### config.mk
export PLATFORM = sky130hd
export DESIGN_NAME = codes_ex_top
export DESIGN_NICKNAME = d
export VERILOG_FILES = /design/src/rtl/codes_ex_top.sv
export SDC_FILE = /design/constraint.sdc
export NUM_CORES = 1
export LEC_CHECK = 0
export ABC_CLOCK_PERIOD_IN_PS = 4460
export BUFFER_PORTS_ARGS = -buffer_cell sky130_fd_sc_hd__buf_2
export CORE_AREA = 2 2 39 41
export CTS_CLUSTER_SIZE = 30
export DETAILED_ROUTE_END_ITERATION = 8
export DIE_AREA = 0 0 41 43
export PLACE_DENSITY = 0.73
export RECOVER_POWER = 25
export SYNTH_ARGS = -nofsm -noshare
export SYNTH_HDL_FRONTEND = slang
export SYNTH_SLANG_ARGS = --single-unit
### constraint.sdc
create_clock -name clk -period 4.46 [get_ports clk]
set_input_delay 0.892 -clock clk [delete_from_list [all_inputs] [get_ports clk]]
set_output_delay 0.892 -clock clk [all_outputs]
set_load 0.1 [all_outputs]
### src/rtl/codes_ex_top.sv
// Hamming(7,4) codec demonstrator: registered encoder, constant error-injection
// mask, and a registered syndrome decoder that corrects any single-bit error.
module codes_ex_top #(
  parameter logic [6:0] ERR_MASK = 7'b0000000
) (
  input  logic       clk,
  input  logic       rst,
  input  logic [3:0] data_in,
  output logic [6:0] code_out,
  output logic [2:0] syndrome,
  output logic [3:0] data_out
);

  logic [6:0] r_code;
  logic [2:0] r_syn;
  logic [3:0] r_data;

  logic [6:0] w_enc;
  logic [6:0] w_recv;
  logic [2:0] w_syn;
  logic [6:0] w_flip;
  logic [6:0] w_corr;

  // Even-parity encoder; codeword bit k-1 holds Hamming position k.
  always_comb begin
    w_enc[0] = data_in[0] ^ data_in[1] ^ data_in[3];
    w_enc[1] = data_in[0] ^ data_in[2] ^ data_in[3];
    w_enc[2] = data_in[0];
    w_enc[3] = data_in[1] ^ data_in[2] ^ data_in[3];
    w_enc[4] = data_in[1];
    w_enc[5] = data_in[2];
    w_enc[6] = data_in[3];
  end

  assign w_recv = r_code ^ ERR_MASK;

  // The syndrome spells out the 1-based position of a single flipped bit.
  always_comb begin
    w_syn[0] = w_recv[0] ^ w_recv[2] ^ w_recv[4] ^ w_recv[6];
    w_syn[1] = w_recv[1] ^ w_recv[2] ^ w_recv[5] ^ w_recv[6];
    w_syn[2] = w_recv[3] ^ w_recv[4] ^ w_recv[5] ^ w_recv[6];
  end

  always_comb begin
    w_flip = 7'd0;
    if (w_syn != 3'd0) begin
      w_flip = 7'd1 << (w_syn - 3'd1);
    end
  end

  assign w_corr = w_recv ^ w_flip;

  always_ff @(posedge clk or negedge rst) begin
    if (!rst) begin
      r_code <= 7'h00;
      r_syn  <= 3'b000;
      r_data <= 4'h0;
    end else begin
      r_code <= w_enc;
      r_syn  <= w_syn;
      r_data <= {w_corr[6], w_corr[5], w_corr[4], w_corr[2]};
    end
  end

  assign code_out = r_code;
  assign syndrome = r_syn;
  assign data_out = r_data;

endmodule

**Word level (Yosys, flattened, before mapping)**

Index checks and enable logic that the tools add are counted.

- Register bits: 14
- Input bits: 6
- Output and inout bits: 14
- Word-level logic and storage cells: 23

- Add/sub/neg operators: 1
- Shifts and indexed selects: 1
- Mux-type cells: 1
- Bitwise operators: 16
- Reductions and logical operators: 1

Operators with widths:

| operator | count |
|---|---|
| $xor A1 B1 Y1 | 15 |
| $mux W7 | 1 |
| $shl A1 B3 Y7 const A | 1 |
| $xor A7 B7 Y7 | 1 |
| $reduce_bool A3 Y1 | 1 |
| $sub A3 B1 Y3 const B | 1 |

**Depth between registers and ports, before layout**

Gate-level depths: netlist (run 1).

- Depth after elaboration: 7
- Gate-level depth with buffers: 7

**Worst setup path after synthesis (run 1)**

Ideal clock, no wire load.

- Path type: register to register
- Start point: register r_code[6] (netlist: code_out[6])
- End point: register r_data[1] (netlist: data_out[1])
- Library setup time: 0.164 ns
- Arrival time: 2.333 ns
- Required time: 4.296 ns
- Slack: 1.962 ns
- Stages on the path, launching flop included: 8
- Clock period less this slack: 2.498 ns
- Cells stage by stage: dfrtp_1 xnor2_1 xnor2_2 nor2_1 ha_1 nor2_1 and3b_2 xor2_1

- Word-level cells in the longest chain between the ends: 5
- Elaborated cells between the ends (all ways): 8
- Classes of those cells: add/sub (1); shift (1); mux (1); bitwise (4); reduce/logical (1)

RTL lines:

| what | RTL line | text |
|---|---|---|
| start, declared | 14 | `logic [6:0] r_code;` |
| start signal, assigned | 59 | `r_code <= w_enc;` |
| $xor A1 B1 Y1 * | 39 | `w_syn[0] = w_recv[0] ^ w_recv[2] ^ w_recv[4] ^ w_recv[6];` |
| named net w_syn[0] | 20 | `logic [2:0] w_syn;` |
| $sub A3 B1 Y3 | 47 | `w_flip = 7'd1 << (w_syn - 3'd1);` |
| $shl A1 B3 Y7 | 47 |  |
| $mux W7 * | 46 | `if (w_syn != 3'd0) begin` |
| $xor A7 B7 Y7 * | 51 | `assign w_corr = w_recv ^ w_flip;` |
| named net w_corr[4] | 22 | `logic [6:0] w_corr;` |
| end signal, assigned | 61 | `r_data <= {w_corr[6], w_corr[5], w_corr[4], w_corr[2]};` |
| end, declared | 16 | `logic [3:0] r_data;` |

Mark *: on every way through the listed nets, which the timed path passes. The rest lies on a longest branch.

**Worst setup path in the final report (run 1)**

- Start point: register r_code[6] (netlist: code_out[6])
- End point: output code_out[6]

RTL lines:

| what | RTL line | text |
|---|---|---|
| end, declared | 9 | `output logic [6:0] code_out,` |

No word-level cell between the ends.

==> qor.txt, run 1 <==
Slowest cell on the critical path: buf_2
Fin nets: 70
Core outline area: 1380 sq um
1st-pass router iterations: 3
Clock root cell: clkbuf_4
Largest stage delay, worst path: 0.47 ns
Total wire length: 849 microns
CTS H-tree depth: 1
Min-Delay Path Depth: 1
Mapped Cells: 39
Period minus WS final: 2.10 ns
Post-CTS Hold Buffers: 0
Synth Area per Inst: 15.4 sq um
Final setup violating endpoints: 0
Internal Power: 0.244 mW
Worst min-delay path class: flip-flop to flip-flop
Initial antenna violation count: 0
Worst-Margin Slew: 0.683 ns
Gpl congestion: 0.708
Initial Util: 43.4%
Switching Fraction: 55.4%
CP Cell Sequence: buf_2
Largest family of logic cells by synthesized area: XOR/XNOR gates
Worst-path clk slew: 0.07 ns
Area occupied by multi-input gates: 246 sq um
Crit path kind: flip-flop to output port
Crit. End Element: output port
Starting DRT DRC Count: 2
Number of nets with antenna violations after routing: 0
Critical Path RT: 3.57 ns
PortBufs: 19
Net Count, Synth: 46
Area growth syn-to-layout: 22.7%
Comb pwr share: 57.8%
Worst ir drop on vdd: 0.285 mV
First-pass GRT wire length: 1440 microns
Commonest non-fill, non-tap cells in the layout: 18 x buf_2, 14 x dfrtp_1, 10 x xnor2_1, 3 x xor2_1, 3 x clkbuf_4
Worst reg2reg path depth: 7
Switch Pwr: 0.303 mW
Setup TNS: 0 ns
FF-to-FF setup slack: 2.47 ns
Most common cell after layout, fill and taps aside: buf_2
Synthesized cell area: 601 sq um
Largest net degree at the start of global routing: 15
Multiplexer area fraction after synthesis: 0%
Routed vias: 353
Core Util, Final: 53.3%
Synth Area in Compound Gates: 0%
P_leak: 0.346 nW
Power share of the clock group: 12.2%
FF/Latch Area: 350 sq um
GRT Total Usage: 12.4%
Worst reg2reg path startpoint: code_out[2]
Layout cell share with drive strength beyond 1: 44.3%
Critical Path AT: 1.21 ns
CTS tree: done
Hold path startpoint: code_out[5]
Clock Sinks: 14
Total grt overflow: 0
Fillers: 124
Max-cap violations: 0
Final hold vios: 0
Clock Skew: 0.00468 ns
Post-route DRC: 0
Clk Latency, worst-skew pair: 0.27 ns
Post-synthesis register bit count: 14
Post-synthesis adder-cell area fraction: 2.08%
Post-Synth Simple-Gate Area: 9.17%
Via-to-Cell Ratio: 4.58
Number of distinct library cells after synthesis: 12
Startpoint class of the critical path: flip-flop
Chip height: 43 microns
WL/cell: 11.0 microns
WP buf/inv: 1
Top-level I/O count: 20
Antenna diode count: 0
Yosys warns: 0
Max-slew violation count: 0
Pwr/cell area: 742 nW/um^2
F_max: 0.475 GHz
DIE WIDTH: 41 microns
Fraction of synthesized cell area in xor and xnor cells: 29.8%
Top delay family on crit path: buffers and inverters
Full die area: 1760 sq um
Sequential fraction of the synthesis area: 58.3%
Total CTS buffers: 3
Vias in the first global route: 364
Post-CTS Setup Inserts: 0
PostCTS Resize Cnt: 0
Relative slew slack: 54.5%
Period utilization: 47.2%
Hold Crit Endpoint: data_out[2]
Sequential share of power: 30.0%
RSZ-0062 raised after global routing: no
Status: finished, final reports clean
# rows: 14
Worst-path fanout max: 4
Worst r2r dst: data_out[1]
Worst-case clock buffer depth: 2
routing by layer:
metal / wire, microns / up-vias / track usage [%] / part of all wire (%)
met5: 0 / - / 0 / 0
met4: 20 / 0 / 6.00 / 2.4
met3: 59 / 3 / 3.14 / 6.9
met2: 491 / 16 / 20.9 / 58
met1: 277 / 167 / 13.3 / 33
li1: - / 167 / - / -
cell usage after synthesis, drive strengths merged:
cell	instances	area share, %
and3b	1	1.7
dfrtp	14	58
ha	1	2.1
inv	1	0.62
nand3	1	0.83
nand4b	1	1.5
nor2	2	1.3
nor4b	1	4.0
xnor2	12	20
xor2	5	9.8
power groups by stage:
| stage | sequential, mW | combinational [mW] | clock, mW |
|---|---|---|---|
| finish | 0.164 | 0.316 | 0.0667 |
| global route | 0.168 | 0.330 | 0.0788 |
| CTS | 0.165 | 0.318 | 0.0690 |
| detailed placement | 0.167 | 0.317 | 0 |
| global placement | 0.166 | 0.315 | 0 |
| floorplan | 0.368 | 0.0714 | 0 |
worst max-delay path by stage:
stage / startpoint / to / slack [ns] / depth (start not counted)
6_report: code_out[6] / code_out[6] / 2.36 / 1
5_1_grt: code_out[6] / code_out[6] / 2.30 / 1
4_1_cts: code_out[6] / code_out[6] / 2.34 / 1
3_5_place_dp: code_out[2] / data_out[1] / 2.51 / 7
3_3_place_gp: code_out[2] / data_out[1] / 2.54 / 7
2_1_floorplan: code_out[6] / data_out[1] / 1.96 / 7
sequential cells by signal (all words and copies together) (netlist names):
name,cells
syndrome,3
data_out,4
code_out,7
through the flow:
stage                     setup WS (ns)  hold slack, ns  area [sq um]  total power [mW]  instances
after floorplan                    1.96           0.596           601             0.440         39
after global placement             2.54           0.527           716             0.480         74
after detailed placement           2.51           0.546           716             0.484         74
after CTS                          2.34           0.494           738             0.552         77
after global routing               2.30           0.582           737             0.577         77
final                              2.36           0.547           737             0.547         77
cells by family after synthesis:
family,Yosys count
xor gates and xnor gates,17
adders and majority gates,1
buffers and inverters,1
DFF,14
and+or+nand+nor,6
cell type report:
type | instances | share of cell area (%)
Sequential cell | 14 | 47.5
Multi-Input combinational cell | 24 | 33.4
Timing Repair Buffer | 19 | 12.7
Clock buffer | 3 | 3.06
Tap cell | 16 | 2.72
Inverter | 1 | 0.509
Power figures use the tool's default switching activity.
==> run 2: changes to the inputs <==
==> config.mk (replaced) <==
export PLATFORM = sky130hd
export DESIGN_NAME = codes_ex_top
export DESIGN_NICKNAME = d
export VERILOG_FILES = /design/src/rtl/codes_ex_top.sv
export SDC_FILE = /design/constraint.sdc
export NUM_CORES = 1
export LEC_CHECK = 0
export ABC_CLOCK_PERIOD_IN_PS = 2000
export BUFFER_PORTS_ARGS = -buffer_cell sky130_fd_sc_hd__buf_2
export CORE_MARGIN = 2
export CORE_UTILIZATION = 46
export CTS_CLUSTER_SIZE = 30
export DETAILED_ROUTE_END_ITERATION = 8
export PLACE_DENSITY = 0.74
export RECOVER_POWER = 25
export SYNTH_ARGS = -nofsm -noshare
export SYNTH_HDL_FRONTEND = slang
export SYNTH_SLANG_ARGS = --single-unit
==> constraint.sdc (replaced) <==
create_clock -name clk -period 2 [get_ports clk]
set_input_delay 0.4 -clock clk [delete_from_list [all_inputs] [get_ports clk]]
set_output_delay 0.4 -clock clk [all_outputs]
set_load 0.1 [all_outputs]
==> qor.txt, run 2 (synthesis gave the netlist of run 1 again) <==
Gpl congestion: 0.687 (-3.0%)
Fin nets: 74 (+5.7%)
Period minus WS final: 1.91 ns
Layout cell share with drive strength beyond 1: 62.1% (+18 points)
CTS tree: done
Relative slew slack: 54.2% (-0.31 points)
Core Util, Final: 64.5% (+11 points)
1st-pass router iterations: 2 (-1)
Starting DRT DRC Count: 4 (+2)
Critical Path AT: 2.07 ns (+0.86 ns)
First-pass GRT wire length: 1370 microns (-4.3%)
Via-to-Cell Ratio: 4.58 (about the same)
Worst ir drop on vdd: 0.679 mV (+140%)
Initial Util: 48.0% (+4.6 points)
Total wire length: 850 microns (+0.12%)
GRT Total Usage: 13.8% (+1.5 points)
Clk Latency, worst-skew pair: 0.27 ns (about the same)
Placed cell count: 74 (unchanged)
Crit path kind: flip-flop to flip-flop
Total grt overflow: 0 (unchanged)
Total CTS buffers: 3 (unchanged)
Slowest cell on the critical path: dfrtp_4
Clock Sinks: 14 (unchanged)
F_max: 0.524 GHz
Crit. End Element: flip-flop
Post-route DRC: 0 (unchanged)
Largest net degree at the start of global routing: 15 (unchanged)
Worst min-delay path class: input port to async pin
Largest stage delay, worst path: 0.50 ns (+0.03 ns)
Clock root cell: clkbuf_4
WL/cell: 10.5 microns (-4.8%)
Max-slew violation count: 0 (unchanged)
Clock Skew: 0.00689 ns (+0.00221 ns)
P_leak: 0.371 nW (+7.3%)
Commonest non-fill, non-tap cells in the layout: 18 x buf_2, 8 x xnor2_1, 7 x dfrtp_1, 5 x dfrtp_4
RSZ-0062 raised after global routing: no
Final hold vios: 0 (unchanged)
Max FFs per register: 7 (unchanged)
Startpoint class of the critical path: flip-flop
Worst-path clk slew: 0.08 ns (about the same)
Core outline area: 1250 sq um (-9.5%)
Pwr/cell area: 1570 nW/um^2 (+110%)
CTS H-tree depth: 1 (unchanged)
Initial antenna violation count: 0 (unchanged)
Worst-path fanout max: 5 (+1)
CP Cell Sequence: xor2_2, xnor2_2, nor2_1, ha_1, nor2_2, and3b_2, xor2_1
Max-cap violations: 0 (unchanged)
Critical Path RT: 2.16 ns (-1.41 ns)
Worst-case clock buffer depth: 2 (unchanged)
DIE WIDTH: 40.1 microns (-2.1%)
Antenna diode count: 0 (unchanged)
Top-level I/O count: 20 (unchanged)
Most common cell after layout, fill and taps aside: buf_2
# rows: 13 (-1)
FF-to-FF setup slack: 0.09 ns (-2.38 ns)
Final HPWL DP: 679 microns
Final setup violating endpoints: 0 (unchanged)
Worst-Margin Slew: 0.687 ns (+0.00469 ns)
Full die area: 1610 sq um (-8.6%)
Number of nets with antenna violations after routing: 0 (unchanged)
PortBufs: 19 (unchanged)
Period utilization: 95.5%
Chip height: 40.1 microns (-6.7%)
Routed vias: 371 (+5.1%)
Final cell count without fillers: 81 (+5.2%)
Status: finished, final reports clean
Vias in the first global route: 367 (+0.82%)
Post-CTS Hold Buffers: 0 (unchanged)
Area growth syn-to-layout: 34.6%
-- run 2: cell types whose count changed in the layout (fill, tap and decap cells not counted), sizes merged --
cell	before	now
buf	18	22
clkbuf	4	5
-- run 2: cell type report --
class                   count  area [sq um]
fillers                   105           444
flip-flops and latches     14           372
multi-input cells          24           264
repair buffers             23           124
clock buffers               4          26.3
well taps                  15          18.8
inverters                   1          3.75
-- run 2: what timing repair did --
action,CTS,global route
setup endpoints to repair,1,3
buffers inserted,0,3
pin swaps,0,2
gates resized for setup,1,1
endpoints found under the hold margin,0,0
-- run 2: through the flow --
stage | hold slack (ns) | power (mW) | TNS, ns | setup slack (ns) | instance area, sq um
floorplan | 0.104 | 0.990 | -0.0886 | -0.0721 | 629
global placement | 0.299 | 1.09 | 0 | 0.0723 | 751
detailed placement | 0.303 | 1.10 | 0 | 0.0320 | 751
CTS | 0.0000817 | 1.26 | 0 | 0.0120 | 785
global route | 0.183 | 1.34 | 0 | 0.00171 | 808
finish | 0.136 | 1.27 | 0 | 0.0908 | 808
-- run 2: final timing paths --
| path | startpoint | endpoint | cells after the start |
|---|---|---|---|
| setup / recovery | code_out[6] | data_out[1] | 7 |
| min in group clk | data_in[1] | code_out[4] | 1 |
| setup reg to reg | code_out[6] | data_out[1] | 7 |
| hold reg to reg | code_out[5] | data_out[2] | 1 |
| hold / removal | rst | syndrome[1] | 1 |
| max in group asynchronous | rst | code_out[4] | 1 |
-- run 2: power by group --
group	internal (mW)	switching, mW
clock network	0.0771	0.0824
registers	0.347	0.0233
logic	0.156	0.580
-- run 2: critical path, delay by kind of cell (launching register included) --
family	cells	cell delay (ns)
flip-flops	1	0.50
adder cells (fa/ha/maj)	1	0.37
AND/OR/NAND/NOR	3	0.34
XOR/XNOR	3	0.57
-- run 2: metal layers --
metal	GRT usage (%)	wire length [microns]
met4	10.3	8
met1	11.6	281
met3	3.33	66
met2	27.0	493
met5	0	0
==> run 3: changes to the inputs <==
--- a/config.mk
+++ b/config.mk
@@ -12,7 +12,7 @@
 export CTS_CLUSTER_SIZE = 30
 export DETAILED_ROUTE_END_ITERATION = 8
 export PLACE_DENSITY = 0.74
-export RECOVER_POWER = 25
+export SETUP_SLACK_MARGIN = 0.4
 export SYNTH_ARGS = -nofsm -noshare
 export SYNTH_HDL_FRONTEND = slang
 export SYNTH_SLANG_ARGS = --single-unit
==> qor.txt, run 3 (synthesis gave the netlist of run 1 again) <==
Total CTS buffers: 3 (unchanged)
DP Area: 751 sq um (unchanged)
Final cell count without fillers: 82 (+1.2%)
CP Cell Sequence: xnor2_2, xnor2_2, nor2_1, ha_1, nor2_2, and3b_2, xor2_1
Worst hold margin: 0.249 ns (+0.113 ns)
First-pass GRT wire length: 1480 microns (+7.5%)
Gpl congestion: 0.642 (-6.5%)
Worst-case clock buffer depth: 2 (unchanged)
1st-pass router iterations: 3 (+1)
Starting DRT DRC Count: 3 (-1)
Hold Crit Endpoint: code_out[4]
Max FFs per register: 7 (unchanged)
Worst reg2reg path startpoint: code_out[6]
Initial antenna violation count: 0 (unchanged)
F_max: 0.544 GHz (+3.8%)
Fin nets: 75 (+1.4%)
Final Cell Area: 846 sq um (+4.6%)
Worst min-delay path class: input port to flip-flop
# rows: 13 (unchanged)
Worst-path clk slew: 0.08 ns (about the same)
Final hold vios: 0 (unchanged)
Largest net degree at the start of global routing: 15 (unchanged)
Period utilization: 91.9% (-3.5 points)
Status: finished, final reports clean
Total power draw: 1.29 mW (+1.7%)
GRT Total Usage: 15.5% (+1.7 points)
Worst ir drop on vdd: 0.714 mV (+5.1%)
Total grt overflow: 0 (unchanged)
Initial Util: 48.0% (unchanged)
Setup WS post-layout: 0.161 ns (+0.0704 ns)
Critical Path AT: 2.04 ns (-0.03 ns)
Final setup violating endpoints: 0 (unchanged)
Clock root cell: clkbuf_4
Clk Latency, worst-skew pair: 0.28 ns (about the same)
Pre-CTS WS: 0.00130 ns (-0.0307 ns)
Placed cell count: 74 (unchanged)
Max-slew violation count: 0 (unchanged)
Final HPWL DP: 733 microns (+7.9%)
Max-cap violations: 0 (unchanged)
Total wire length: 1010 microns (+18%)
Worst r2r dst: data_out[1]
Crit. End Element: flip-flop
Full die area: 1610 sq um (unchanged)
Crit path kind: flip-flop to flip-flop
Core outline area: 1250 sq um (unchanged)
Worst-Margin Slew: 0.488 ns (-0.199 ns)
Crit path top cell by count: xnor2_2
Largest stage delay, worst path: 0.53 ns (+0.03 ns)
Core Util, Final: 67.5% (+3.0 points)
CTS H-tree depth: 1 (unchanged)
Area growth syn-to-layout: 40.8%
Layout cell share with drive strength beyond 1: 62.7% (+0.57 points)
WL/cell: 12.3 microns (+17%)
Via-to-Cell Ratio: 4.73 (+3.3%)
FF-to-FF setup slack: 0.16 ns (+0.07 ns)
P_leak: 0.385 nW (+3.7%)
Min-Delay Path Depth: 1
Clock Sinks: 14 (unchanged)
Routed vias: 388 (+4.6%)
Number of nets with antenna violations after routing: 0 (unchanged)
Post-route DRC: 0 (unchanged)
Vias in the first global route: 375 (+2.2%)
Pwr/cell area: 1520 nW/um^2 (-2.8%)
Hold path startpoint: data_in[1]
Relative slew slack: 67.7% (+14 points)
CTS tree: done
Clock Skew: 0.00279 ns (-0.00409 ns)
Worst-path fanout max: 3 (-2)
Startpoint class of the critical path: flip-flop
Most common cell after layout, fill and taps aside: buf_2
Critical Path RT: 2.20 ns (+0.04 ns)
Commonest non-fill, non-tap cells in the layout: 16 x buf_2, 8 x xnor2_1, 7 x dfrtp_1, 5 x dfrtp_4
RSZ-0062 raised after global routing: yes
Slowest cell on the critical path: dfrtp_4
Fillers: 96 (-8.6%)
PortBufs: 19 (unchanged)
Setup TNS: 0 ns (unchanged)
Chip height: 40.1 microns (unchanged)
Worst reg2reg path depth: 7 (unchanged)
Top-level I/O count: 20 (unchanged)
DIE WIDTH: 40.1 microns (unchanged)
Antenna diode count: 0 (unchanged)
Period minus WS final: 1.84 ns (-0.0704 ns)
==> run 3: cell count changes in the layout (fill, tap and decap cells not counted), sizes merged <==
cell,delta
dlygate4sd3,+1
==> run 3: area by class of cell <==
class                      count  area, sq um  share of cell area [%]
sequential                    14          372                    43.9
timing repair buffer          24          150                    17.8
tap                           15         18.8                    2.22
multi-input combinational     24          275                    32.5
clock buffer                   4         26.3                    3.11
inverter                       1         3.75                   0.444
==> run 3: critical path: cells and delay by family (launching register included) <==
| family | cells | cell delay [ns] |
|---|---|---|
| xor gates and xnor gates | 3 | 0.49 |
| adders and majority gates | 1 | 0.36 |
| DFF | 1 | 0.53 |
| and+or+nand+nor | 3 | 0.39 |
==> run 3: what timing repair did <==
item                                   in CTS  in global routing
gates resized for setup                     4                  5
setup buffers                               3                  0
hold buffers                                1                  0
setup endpoints to repair                   5                  8
pin swaps                                  10                  5
endpoints found under the hold margin       7                  0
==> run 3: worst max path at each step <==
| stage | slack [ns] | to | startpoint | cells past startpoint |
|---|---|---|---|---|
| after floorplan | -0.07 | data_out[1] | code_out[4] | 7 |
| after global placement | 0.1 | data_out[1] | code_out[2] | 7 |
| after detailed placement | 0.001 | data_out[1] | code_out[6] | 7 |
| after CTS | 0.15 | data_out[1] | code_out[5] | 7 |
| after global routing | 0.09 | data_out[1] | code_out[5] | 7 |
| final | 0.16 | data_out[1] | code_out[6] | 7 |
==> run 3: routing by layer <==
layer	routed length [microns]	GRT usage, %
met1	341	12.0
met4	8	12.9
met2	600	29.8
met3	56	5.00
met5	0	0
==> run 3: power breakdown <==
group / switching, mW / internal (mW) / total (mW)
Clock: 0.0883 / 0.0773 / 0.166
Combinational: 0.585 / 0.162 / 0.748
Sequential: 0.0274 / 0.348 / 0.375
Total: 0.701 / 0.587 / 1.29
